File: src/rtl/eth_model_pkg.sv
// eth_model_pkg: shared word layout, widths and unpacker state encoding.
package eth_model_pkg;
  localparam int SYMBOLS    = 4;
  localparam int BYTE_W     = 8;
  localparam int DATA_WIDTH = 37;
  localparam int EMPTY_LSB  = 32;
  localparam int EOP_BIT    = 34;
  localparam int SOP_BIT    = 35;
  localparam int ERR_BIT    = 36;
  typedef enum logic {IDLE, SHIFT} state_e;
endpackage

File: src/rtl/eth_model_st_checker.sv
// eth_model_st_checker: sticky Avalon-ST framing checker snooping accepted input words.
module eth_model_st_checker
  import eth_model_pkg::*;
(
  input  logic                  clk,
  input  logic                  reset_n,
  input  logic                  in_valid,
  input  logic                  in_ready,
  input  logic [DATA_WIDTH-1:0] in_data,
  output logic                  protocol_error
);
  logic in_pkt_q, err_q, accept, sop, eop, bad;
  assign accept = in_valid && in_ready;
  assign sop    = in_data[SOP_BIT];
  assign eop    = in_data[EOP_BIT];
  assign bad    = accept && ((sop && in_pkt_q) || (!sop && !in_pkt_q) ||
                             (!eop && in_data[EMPTY_LSB +: 2] != 2'd0));
  assign protocol_error = err_q;
  always_ff @(posedge clk or negedge reset_n) begin
    if (!reset_n) begin
      in_pkt_q <= 1'b0;
      err_q    <= 1'b0;
    end else begin
      if (accept) in_pkt_q <= !eop;
      if (bad) err_q <= 1'b1;
    end
  end
`ifndef SYNTHESIS
  always @(posedge clk)
    if (reset_n && bad) $display("[%0t] eth_model_st_checker: protocol violation, word %h", $time, in_data);
`endif
endmodule

File: src/rtl/eth_model_unpack_32to8.sv
// eth_model_unpack_32to8: 32-bit Avalon-ST word to big-endian byte stream serialiser.
// Define UNPACK_PROTO_CHECK_EN to enable the sticky framing checker on protocol_error.
module eth_model_unpack_32to8
  import eth_model_pkg::*;
(
  input  logic                  clk,
  input  logic                  reset_n,
  input  logic                  in_valid,
  input  logic [DATA_WIDTH-1:0] in_data,
  output logic                  in_ready,
  output logic                  out_valid,
  output logic [BYTE_W-1:0]     out_data,
  output logic                  out_sop,
  output logic                  out_eop,
  output logic                  out_error,
  input  logic                  out_ready,
  output logic [15:0]           pkt_count,
  output logic                  protocol_error
);
  state_e                state_q, state_d;
  logic [DATA_WIDTH-1:0] word_q, word_d;
  logic [1:0]            idx_q, idx_d, last_idx;
  logic [15:0]           pkt_q, pkt_d;
  logic                  hold, at_last, xfer, accept;
  assign hold      = state_q == SHIFT;
  assign last_idx  = word_q[EOP_BIT] ? 2'd3 - word_q[EMPTY_LSB +: 2] : 2'd3;
  assign at_last   = idx_q == last_idx;
  assign xfer      = hold && out_ready;
  assign in_ready  = !hold || (out_ready && at_last);
  assign accept    = in_valid && in_ready;
  assign out_valid = hold;
  // ~idx selects data[31:24] for idx 0 down to data[7:0] for idx 3
  assign out_data  = word_q[{~idx_q, 3'b000} +: BYTE_W];
  assign out_sop   = hold && word_q[SOP_BIT] && idx_q == 2'd0;
  assign out_eop   = hold && word_q[EOP_BIT] && at_last;
  assign out_error = word_q[ERR_BIT] && out_eop;
  assign pkt_count = pkt_q;
  always_comb begin
    state_d = state_q;
    word_d  = word_q;
    idx_d   = idx_q;
    pkt_d   = pkt_q + {15'd0, xfer && out_eop};
    if (accept) begin
      state_d = SHIFT;
      word_d  = in_data;
      idx_d   = 2'd0;
    end else if (xfer) begin
      state_d = at_last ? IDLE : SHIFT;
      idx_d   = at_last ? idx_q : idx_q + 2'd1;
    end
  end
  always_ff @(posedge clk or negedge reset_n) begin
    if (!reset_n) begin
      state_q <= IDLE;
      word_q  <= '0;
      idx_q   <= 2'd0;
      pkt_q   <= 16'd0;
    end else begin
      state_q <= state_d;
      word_q  <= word_d;
      idx_q   <= idx_d;
      pkt_q   <= pkt_d;
    end
  end
`ifdef UNPACK_PROTO_CHECK_EN
  eth_model_st_checker u_checker (
    .clk            (clk),
    .reset_n        (reset_n),
    .in_valid       (in_valid),
    .in_ready       (in_ready),
    .in_data        (in_data),
    .protocol_error (protocol_error)
  );
`else
  assign protocol_error = 1'b0;
`endif
endmodule

File: config.mk
export PLATFORM = sky130hd
export DESIGN_NAME = eth_model_unpack_32to8
export DESIGN_NICKNAME = d
export VERILOG_FILES = /design/src/rtl/eth_model_pkg.sv /design/src/rtl/eth_model_st_checker.sv /design/src/rtl/eth_model_unpack_32to8.sv
export SDC_FILE = /design/constraint.sdc
export NUM_CORES = 1
export LEC_CHECK = 0
export ABC_AREA = 1
export BUFFER_PORTS_ARGS = -buffer_cell sky130_fd_sc_hd__buf_2
export CORE_MARGIN = 5
export CORE_UTILIZATION = 35
export DETAILED_ROUTE_END_ITERATION = 10
export PLACE_DENSITY_LB_ADDON = 0.15
export REMOVE_ABC_BUFFERS = 1
export SYNTH_ARGS = -nofsm -noshare
export SYNTH_HDL_FRONTEND = slang
export SYNTH_SLANG_ARGS = --single-unit
File: constraint.sdc
create_clock -name clk -period 3.1 [get_ports clk]
set_clock_uncertainty 0.1 [all_clocks]
set_input_delay 0.31 -clock clk [delete_from_list [all_inputs] [get_ports clk]]
set_output_delay 0.31 -clock clk [all_outputs]
set_load 0.01 [all_outputs]
* After elaboration in Yosys (flattened, before gate mapping)
Index checks and enable logic that the tools add are counted. W data, S select, Z words.
Storage, ports and cells: bits in latches 0, bits of input ports 41, output and inout bits 30, memories kept 0, bits in writable memories 0, memory bits (read-only) 0, flip-flop bits (word level) 56, word-level logic and storage cells 32
Cells by class: bitwise gates (word level) 1, equal/unequal tests 2, order comparisons 0, shift-type cells 1, div/mod/pow operators 0, reductions and logical operators 14, $add $sub $neg 3, multipliers 0, muxes and demuxes 7
Operators with widths (number):
- $shiftx A37 B6 Y8 | 1
- $add A16 B1 Y16 | 1
- $logic_and A1 B1 Y1 | 9
- $mux W2 | 4
- $mux W1 | 3
- $add A2 B1 Y2 const B | 1
- $eq A2 B2 Y1 | 1
- $logic_not A2 Y1 | 1
- $ne A2 B1 Y1 const B | 1
- $not A2 Y2 | 1
- $reduce_and A2 Y1 | 1
- $reduce_bool A2 Y1 | 1
- $sub A2 B2 Y2 const A | 1
- $logic_not A1 Y1 | 1
- $logic_or A1 B1 Y1 | 1

* Depth between registers and ports, before layout
Gate-level depths: netlist of the first run.
word-level depth 8, depth in mapped cells 14, mapped depth without buffers 13

* Worst setup path after synthesis of the first run
OpenSTA, ideal clock, no wires.
path kind register -> register, start point register idx_q[0], end point register pkt_q[12] (netlist: pkt_count[12]), library setup time 0.079 ns, data required time 2.921 ns, buffers on the path 1, clock period less this slack 2.135 ns, slack 0.965 ns, stages on the path, launching flop included 14, arrival 1.956 ns, path through dfrtp_1 -> buf_6 -> inv_4 -> nand3_1 -> nand2_1 -> nand4_1 -> nor2_1 -> ha_1 -> ha_1 -> nand2_1 -> nor2_1 -> nand3_1 -> nor2_1 -> xor2_1
Between the ends: longest elaborated chain between the ends 4
RTL lines:
- from (decl) | line eth_model_unpack_32to8.sv:22 | logic [1:0] idx_q, idx_d, last_idx;
- from (signal assigned) | line eth_model_unpack_32to8.sv:61 | idx_q <= idx_d;
- $eq A2 B2 Y1 | line eth_model_unpack_32to8.sv:27 | assign at_last = idx_q == last_idx;
- $logic_and A1 B1 Y1 | line eth_model_unpack_32to8.sv:35 | assign out_eop = hold && word_q[EOP_BIT] && at_last;
- $logic_and A1 B1 Y1 | line eth_model_unpack_32to8.sv:42 | pkt_d = pkt_q + {15'd0, xfer && out_eop};
- $add A16 B1 Y16 | line eth_model_unpack_32to8.sv:42
- named net pkt_d[12] | line eth_model_unpack_32to8.sv:23 | logic [15:0] pkt_q, pkt_d;
- to (signal assigned) | line eth_model_unpack_32to8.sv:62 | pkt_q <= pkt_d;
- to (decl) | line eth_model_unpack_32to8.sv:23
The timed path passes the listed nets, and every way through them passes these cells. A chain may end at the register's enable or synchronous reset.

* Worst setup path after layout of the first run
start point register idx_q[1], end point register pkt_q[12] (netlist: pkt_count[12])
The elaborated chain is that of the path after synthesis.

==> metrics.yaml, run 1 <==
status:
  status: "completed"
sta:
  fmax_mhz: 381
  rsz0062_at_grt: "no"
  finalHoldViolations: 0
  timing.hold.ws_ns: 0.129
  slew-limit-headroom_pct: 52.5
  drv_slew: 0
  tightest_slew_ns: 0.710
  fin_crit_ns: 2.62
  setup_viol_count_final: 0
  setup_tns_ns: 0
  min_period_over_period_pct: 84.6
power_and_ir_drop:
  p_sw_share_pct: 40.7
  power_switching_mw: 1.08
  peakVddDrop_uv: 375
  p_leak_nw: 1.75
  pwr-share-seq_pct: 44.6
  combPwrFrac_pct: 40.3
  power_frac_clock_pct: 15.2
  internal_power_mw: 1.58
  p_per_area_nw_per_um2: 847
place:
  routabilityCongestion: 0.727
  dpl_cell_area_um2: 3040
  dpl.hpwl_mm: 4.47
  io_buffers: 69
  dp_cells: 469
critical_path:
  startpoint: "idx_q[1]$_DFFE_PN0P_"
  critPathLaunchType: "register"
  cp.required_ns: 3.23
  crit_fanout: 11
  regToRegEndpoint: "pkt_count[12]$_DFF_PN0_"
  reg2reg_setup_slack_ns: 0.48
  rr_worst_depth: 13
  criticalPathCategory: "reg -> reg"
  arrival_ns: 2.75
  critPathCaptureType: "register"
  r2r_start: "idx_q[1]$_DFFE_PN0P_"
layout:
  drive_gt1_share_pct: 22.7
  diodes: 0
  n_fill_cell: 792
  register_area_um2: 1400
  nNetsFinal: 423
  fin_area_um2: 3140
  stdcell_count: 478
  multi_input_area_um2: 1070
  final_util_pct: 42.8
  areaGrowthSynthToFinish_pct: 18.5
floorplan:
  die_h_um: 97.0
  die_area_um2: 9420
  io_pins: 71
  start_util_pct: 36.2
  coreArea_um2: 7330
  die_x_um: 97.0
  placementRows: 31
synthesis:
  ys_warn_count: 0
  avgSynthCellArea_um2: 8.44
  ys_ff_latch: 56
  synth_seq_area_share_pct: 52.9
  syn_inst: 314
  ys_types: 22
  synth_area_um2: 2650
clock_network:
  numClockSinks: 56
  cts_tree: "built"
  post_cts_buffers: 0
  path_clk_slew_ns: 0.10
  cts-resized-gates: 0
  htreeDepth: 2
  clk_latency_ns: 0.30
  cts_buffers: 5
  cts_buffer_depth: 2
  ctsRootBufferMaster: "clkbuf_8"
grt:
  antenna_found_initial: 0
  grt_pass1_wl_mm: 10.6
  grt.overflow.total: 0
  grt_use_total_pct: 13.4
  grt_max_degree: 39
  grt_pass1_vias: 2305
detailed_routing:
  vias_per_cell: 4.57
  drt_pass1_iterations: 4
  ant_nets: 0
  wl_per_cell_um: 12.8
  initialDrtViolationCount: 108
  via_count: 2183
  drt-total-wl_mm: 6.14
  drc: 0
run:
  maxCapViolCount: 0
worst_hold_path:
  holdPathStages: 3
  whs_endpoint: "word_q[24]$_DFFE_PN0P_"
  hp-class: "in -> reg"
  min_from: "in_data[24]"
## repair_timing
item / CTS / global route
hold buffers: 1 / 0
endpoints found under the hold margin: 16 / 0
endpoints found under the setup margin: 0 / 0
## final cells by class
cell class / count / area share (%)
clock inverter: 2 / 0.319
sequential: 56 / 44.6
inverter: 15 / 1.87
multi-input combinational: 225 / 34.1
timing repair buffer: 75 / 12.5
tap: 99 / 3.94
clock buffer: 6 / 2.63
## cell families after synthesis
family / count (synthesis) / share of synthesized area [%]
compound gates: 24 / 4.91
xor+xnor: 14 / 4.62
fa+ha+maj: 4 / 1.89
buf+inv: 33 / 6.75
flops: 56 / 52.9
other cells: 1 / 0.141
simple gates: 182 / 28.8
## sequential cells by signal, indices dropped and copies added (netlist names)
name	cells
pkt_count	16
word_q	37
idx_q	2
out_valid	1
## cell usage in the layout, fill, tap and decap left out
cell type | synthesis | routed
inv_1 | 13 | 13
inv_2 | 1 | 1
ha_1 | 4 | 4
nand2_2 | 2 | 2
xor2_1 | 8 | 8
dlygate4sd3_1 | 0 | 1
nand3_1 | 48 | 48
clkinv_2 | 0 | 2
buf_4 | 2 | 5
o22ai_1 | 8 | 8
nand4_1 | 2 | 2
clkbuf_8 | 0 | 6
o21ai_0 | 16 | 16
and3_1 | 1 | 1
nand2_1 | 98 | 98
nand3b_1 | 2 | 2
xnor2_1 | 6 | 6
nor3_1 | 1 | 1
conb_1 | 1 | 1
inv_4 | 1 | 1
buf_2 | 6 | 69
dfrtp_1 | 56 | 56
nor2_1 | 28 | 28
## metal layers
| metal | part of all wire, % | routed length [µm] | track usage [%] | up-vias |
|---|---|---|---|---|
| li1 | - | - | - | 1136 |
| met5 | 0 | 0 | 0 | - |
| met4 | 0.77 | 47 | 3.24 | 0 |
| met3 | 4.7 | 291 | 3.09 | 5 |
| met2 | 46 | 2850 | 22.5 | 51 |
| met1 | 48 | 2950 | 17.5 | 991 |
## cells in the mapped netlist
cell | n | area [µm²]
nand2_1 | 98 | 368
dfrtp_1 | 56 | 1400
nand3_1 | 48 | 240
nor2_1 | 28 | 105
o21ai_0 | 16 | 80.1
inv_1 | 13 | 48.8
o22ai_1 | 8 | 50.1
xor2_1 | 8 | 70.1
buf_2 | 6 | 30.0
xnor2_1 | 6 | 52.6
buf_6 | 5 | 56.3
clkbuf_1 | 5 | 18.8
ha_1 | 4 | 50.1
buf_4 | 2 | 15.0
nand2_2 | 2 | 12.5
nand3b_1 | 2 | 15.0
nand4_1 | 2 | 12.5
and3_1 | 1 | 6.26
conb_1 | 1 | 3.75
inv_2 | 1 | 3.75
inv_4 | 1 | 6.26
nor3_1 | 1 | 5.00
## worst max-delay path by stage
stage	to	slack (ns)	depth (start not counted)
2_1_floorplan	pkt_count[12]$_DFF_PN0_	0.79	12
3_3_place_gp	pkt_count[14]$_DFF_PN0_	0.62	13
3_5_place_dp	pkt_count[12]$_DFF_PN0_	0.49	13
4_1_cts	pkt_count[12]$_DFF_PN0_	0.45	13
5_1_grt	pkt_count[14]$_DFF_PN0_	0.15	13
6_report	pkt_count[12]$_DFF_PN0_	0.48	13
## power groups by stage
stage                     Sequential, mW  Clock, mW  Combinational, mW
after global routing                1.23      0.456               1.24
final                               1.19      0.403               1.07
after floorplan                     1.16          0              0.689
after global placement              1.20          0               1.08
after CTS                           1.19      0.424               1.09
after detailed placement            1.20          0               1.09
## through the flow
step	total power, mW	setup slack (ns)
2_1_floorplan	1.85	0.790
3_3_place_gp	2.28	0.622
3_5_place_dp	2.29	0.488
4_1_cts	2.71	0.451
5_1_grt	2.92	0.149
6_report	2.66	0.478
## critical path: stages, from the launching register on
cell and delay, ns:
dfrtp_1 0.53, inv_1 0.24, nand2_1 0.12, nand2_1 0.06, inv_2 0.06, nand4_1 0.13, nor2_1 0.18, ha_1 0.17
ha_1 0.16, nand2_1 0.06, nor2_1 0.23, nand3_1 0.19, nor2_1 0.16, xor2_1 0.16
(Power assumes the default switching activity.)
==> run 2, diff against run 1 <==
clock period = 2.6 ns   (was 3.1 ns; I/O delays follow)
==> run 2 against run 1 <==
The flow now finishes with violations (hold timing). Final cell count up 0.21%. Via count up 0.87%. Die area is the same. Sequential share of layout area decreased by 0.47 points. Sequential power increased by 16%. Critical endpoint is now pkt_count[14]$_DFF_PN0_.
==> metrics.yaml, run 2 (synthesis results as in run 1) <==
critical_path:
  rr_worst_depth: 12
  arrival_ns: 2.45
  criticalPathCategory: "reg -> reg"
  cp.required_ns: 2.73
  crit_fanout: 5
  critPathCaptureType: "register"
  critPathLaunchType: "register"
status:
  status: "complete, but fails checks"
  violations: "hold timing"
sta:
  finalHoldViolations: 30
  tightest_slew_ns: 0.706
  setup_slack_ns: 0.283
  fin_crit_ns: 2.32
  min_period_over_period_pct: 89.1
  setup_viol_count_final: 0
  slew-limit-headroom_pct: 52.7
  setup_tns_ns: 0
  drv_slew: 0
  rsz0062_at_grt: "no"
  timing.hold.ws_ns: -0.0165
  fmax_mhz: 432
detailed_routing:
  drt_pass1_iterations: 4
  ant_nets: 0
  via_count: 2202
  initialDrtViolationCount: 122
  drc: 0
  drt-total-wl_mm: 6.13
  vias_per_cell: 4.60
  wl_per_cell_um: 12.8
power_and_ir_drop:
  p_leak_nw: 1.76
  p_per_area_nw_per_um2: 1040
  finalPower_mw: 3.31
  peakVddDrop_uv: 443
clock_network:
  postCtsHoldBufs: 0
  cts_buffers: 5
  numClockSinks: 56
  htreeDepth: 2
  ctsRootBufferMaster: "clkbuf_8"
  cts-resized-gates: 0
  cts_tree: "built"
  clk_latency_ns: 0.30
  path_clk_slew_ns: 0.10
  cts_buffer_depth: 2
  post_cts_buffers: 0
grt:
  grt_pass1_vias: 2317
  grt_pass1_wl_mm: 10.7
  grt.overflow.total: 0
  antenna_found_initial: 0
  grt_use_total_pct: 13.7
  grt_max_degree: 57
layout:
  nNetsFinal: 424
  largest_register_ff_count: 37
  n_fill_cell: 766
  fin_area_um2: 3170
  areaGrowthSynthToFinish_pct: 19.7
  diodes: 0
  drive_gt1_share_pct: 23.2
  final_common_cell: "nand2_1"
  final_cell_mix: "nand2_1, buf_2, dfrtp_1"
  register_area_um2: 1400
  multi_input_area_um2: 1070
  largest_register: "word_q"
floorplan:
  start_util_pct: 36.2
  die_area_um2: 9420
  coreArea_um2: 7330
  placementRows: 31
  io_pins: 71
  die_x_um: 97.0
  die_h_um: 97.0
place:
  io_buffers: 69
  place_ws_ns: 0.316
  dpl.hpwl_mm: 4.21
  routabilityCongestion: 0.740
  dpl_cell_area_um2: 3050
run:
  maxCapViolCount: 0
worst_hold_path:
  hp-class: "in -> async"
run 2: worst paths after layout:
path / slack [ns] / to / from
max in group asynchronous: 1.95 / word_q[36]$_DFFE_PN0P_ / reset_n
max reg2reg: 0.28 / pkt_count[14]$_DFF_PN0_ / idx_q[0]$_DFFE_PN0P_
min in group clk: 0.08 / word_q[18]$_DFFE_PN0P_ / in_data[18]
max: 0.28 / pkt_count[14]$_DFF_PN0_ / idx_q[0]$_DFFE_PN0P_
min reg2reg: 0.37 / pkt_count[15]$_DFF_PN0_ / pkt_count[15]$_DFF_PN0_
min: -0.02 / word_q[7]$_DFFE_PN0P_ / reset_n
run 2: through the flow:
step | std cells | util (%) | hold WS (ns)
floorplan | 296 | - | -0.136
global route | 479 | 43.3 | 0.0386
CTS | 479 | 43.3 | 0.0112
detailed placement | 471 | 41.6 | 0.349
global placement | 471 | 41.6 | 0.350
finish | 479 | 43.3 | -0.0165
run 2: worst max-delay path: stages, from the launching register on:
cell and delay, ns:
dfrtp_1 0.45, inv_4 0.07, nand3_1 0.06, nand2_1 0.10, nand4_1 0.17, nor2_1 0.17, ha_1 0.17, ha_1 0.17
nand2_1 0.06, nor2_1 0.23, nand3_1 0.19, nor2_1 0.15, xor2_1 0.15
run 2: layout make-up:
cell class,instances,area share [%]
inverter,15,1.85
clock buffer,6,2.60
timing repair buffer,76,12.5
sequential,56,44.1
clock inverter,2,1.22
tap,99,3.90
multi-input combinational,225,33.7
run 2: routing by layer:
layer  GRT usage [%]  share of wire (%)  up-vias
met5               0                  0        -
met4            3.24               0.86        0
met3            4.24                7.3        4
met2            22.7                 45       63
met1            17.5                 46     1001
li1                -                  -     1134
run 2: report_power, final:
group / switching, mW / internal (mW) / total, mW / leakage (nW)
sequential: 0.196 / 1.18 / 1.38 / 0.699
clock: 0.276 / 0.315 / 0.592 / 0.0614
combinational: 0.829 / 0.509 / 1.34 / 1.00
==> run 3, diff against run 2 <==
ABC_AREA = default   (was 1)
==> run 3 against run 2 <==
The flow now finishes without violations. First-iteration DRC count down 6.6%. Fmax down 2.3%. Register-to-register slack worse by 0.05 ns. Largest power group is now combinational cells. Critical path depth down 7. Setup slack worse by 0.053 ns. Largest cell class is now multi-input gates. Highest routed layer unchanged. Design area up 12%.
==> metrics.yaml, run 3 <==
worst_hold_path:
  holdPathStages: 2
  whs_endpoint: "word_q[35]$_DFFE_PN0P_"
  min_from: "in_data[35]"
  hp-class: "in -> reg"
detailed_routing:
  drt_pass1_iterations: 4
  initialDrtViolationCount: 114
  via_count: 2278
  drt-total-wl_mm: 7.32
  wl_per_cell_um: 18.0
  ant_nets: 0
  vias_per_cell: 5.60
  wl_met1_mm: 3.38
  route.met3.wl_um: 436
  wl_met2_mm: 3.45
  drc: 0
  maxUsedRoutingLayer: "met4"
synthesis:
  yosysTopAreaCell: "dfrtp_1"
  synth_top_area_share_pct: 47.7
  synth_seq_area_share_pct: 47.7
  synth_area_um2: 2940
  synth.most_common_cell: "dfrtp_1"
  synth-edff-count: 0
  ys_warn_count: 0
  ys_types: 37
  avgSynthCellArea_um2: 12.7
  syn_inst: 231
  async_flop_share_pct: 100
  synth_commonest_cells: "dfrtp_1, a221o_1, a22o_1"
  synth_top_flop_cell: "dfrtp_1"
  synthTopCellsByArea: "dfrtp_1, a221o_1, a22o_1"
  ys_ff_latch: 56
critical_path:
  crit_fanout: 36
  worst-path-buf-inv: 1
  regToRegEndpoint: "word_q[11]$_DFFE_PN0P_"
  critPathTopFamily: "compound AO/OA/AOI/OAI gates"
  critPathCaptureType: "register"
  cp_cell_sequence: "nand3b_1, buf_4, a2bb2oi_4, a21oi_4, a221o_1"
  r2r_start: "idx_q[0]$_DFFE_PN0P_"
  reg2reg_setup_slack_ns: 0.23
  crit_slowest_cell: "a21oi_4"
  arrival_ns: 2.52
  cp.required_ns: 2.75
  rr_worst_depth: 5
  critPathLaunchType: "register"
  cpPeakStageDelay_ns: 0.83
  criticalPathCategory: "reg -> reg"
floorplan:
  die_area_um2: 10300
  die_h_um: 102
  coreArea_um2: 8220
  io_pins: 71
  placementRows: 33
  die_x_um: 102
  start_util_pct: 35.8
sta:
  setup_tns_ns: 0
  finalHoldViolations: 0
  setup_viol_count_final: 0
  fmax_mhz: 422
  fin_crit_ns: 2.37
  tightest_slew_ns: 1.06
  min_period_over_period_pct: 91.2
  rsz0062_at_grt: "no"
  drv_slew: 0
  slew-limit-headroom_pct: 29.4
grt:
  grt_max_degree: 57
  grt_pass1_vias: 2222
  grt_use_total_pct: 14.1
  antenna_found_initial: 0
  grt.overflow.total: 0
  grt_pass1_wl_mm: 11.6
clock_network:
  path_clk_slew_ns: 0.11
  ctsRootBufferMaster: "clkbuf_8"
  cts_buffers: 5
  clk_latency_ns: 0.31
  numClockSinks: 56
  cts_buffer_depth: 2
  htreeDepth: 2
  cts_tree: "built"
run:
  maxCapViolCount: 0
place:
  io_buffers: 69
  dpl.hpwl_mm: 4.73
  routabilityCongestion: 0.731
  dpl_cell_area_um2: 3390
layout:
  drive_gt1_share_pct: 34.8
  areaGrowthSynthToFinish_pct: 20.4
  final_cell_mix: "buf_2, dfrtp_1, a22o_1, a221o_1, xnor2_1"
  fin_area_um2: 3540
  final_util_pct: 43.1
  diodes: 0
  largest_register: "word_q"
  final_common_cell: "buf_2"
  nNetsFinal: 346
  largest_register_ff_count: 37
status:
  status: "completed"
power_and_ir_drop:
  p_leak_nw: 1.52
  peakVddDrop_uv: 422
  p_per_area_nw_per_um2: 1080
run 3: changes by cell type in the layout (fill, tap and decap cells not counted), moves of 4 or more:
cell,delta
a22o_1,+36
o21ai_0,-14
nor2_1,-23
inv_1,-9
nand2_1,-90
o22ai_1,-8
mux4_2,+8
nand3_1,-41
xnor2_1,+4
a221o_1,+36
run 3: report_power, final:
group	switching (mW)	leakage (nW)	internal (mW)
clock	0.288	0.0541	0.286
sequential	0.243	0.619	1.13
combinational	0.907	0.848	0.952
run 3: logic make-up (layout without fill, tap and decap cells):
kind of cell	Yosys count	count (layout)	synth area share, %
fa+ha+maj	4	4	1.70
buf+inv	21	92	4.26
xor+xnor	16	16	5.02
flops	56	56	47.7
simple gates	39	39	7.36
compound gates	86	86	27.7
mux	8	8	6.13
other cells	1	1	0.128
run 3: through the flow:
step           power (mW)  setup WS, ns  hold WS, ns  cells
2_1_floorplan        2.60       -0.0673       -0.136    214
6_report             3.81         0.230       0.0889    407
4_1_cts              3.82         0.169       0.0815    405
3_3_place_gp         3.21         0.241        0.191    396
3_5_place_dp         3.24         0.176        0.189    396
5_1_grt              4.08      0.000780       0.0875    407
run 3: worst reg2reg max path, cell delays in order (launching register included):
cell and delay, ns:
dfrtp_1 0.46, nand3b_1 0.27, buf_4 0.19, a2bb2oi_4 0.16, a21oi_4 0.83, a221o_1 0.31
run 3: worst max-delay path by stage:
| stage | from | endpoint | slack, ns | cells past startpoint |
|---|---|---|---|---|
| after floorplan | idx_q[0]$_DFFE_PN0P_ | word_q[0]$_DFFE_PN0P_ | -0.07 | 4 |
| after global placement | word_q[32]$_DFFE_PN0P_ | pkt_count[10]$_DFF_PN0_ | 0.24 | 9 |
| after detailed placement | word_q[32]$_DFFE_PN0P_ | pkt_count[10]$_DFF_PN0_ | 0.18 | 9 |
| after CTS | word_q[32]$_DFFE_PN0P_ | pkt_count[10]$_DFF_PN0_ | 0.17 | 9 |
| after global routing | word_q[32]$_DFFE_PN0P_ | pkt_count[14]$_DFF_PN0_ | 0.0008 | 9 |
| final | idx_q[0]$_DFFE_PN0P_ | word_q[11]$_DFFE_PN0P_ | 0.23 | 5 |
run 3: final cells by class:
type	count	area [µm²]
Fill cell	788	4680
Multi-Input combinational cell	154	1440
Clock buffer	5	68.8
Inverter	4	15.0
Sequential cell	56	1400
Clock inverter	3	42.5
Timing Repair Buffer	80	443
Tap cell	105	131
run 3: per-layer routing:
metal | GRT usage, % | vias to the layer above
met5 | 0 | -
met4 | 3.48 | 0
met3 | 3.17 | 5
met2 | 22.5 | 64
met1 | 19.7 | 1126
li1 | - | 1083
run 3: timing repair:
action,4_1_cts,5_1_grt
buffers inserted,0,2
gates resized for setup,0,4
hold buffers,1,0
setup endpoints to repair,0,5
endpoints found under the hold margin,56,0
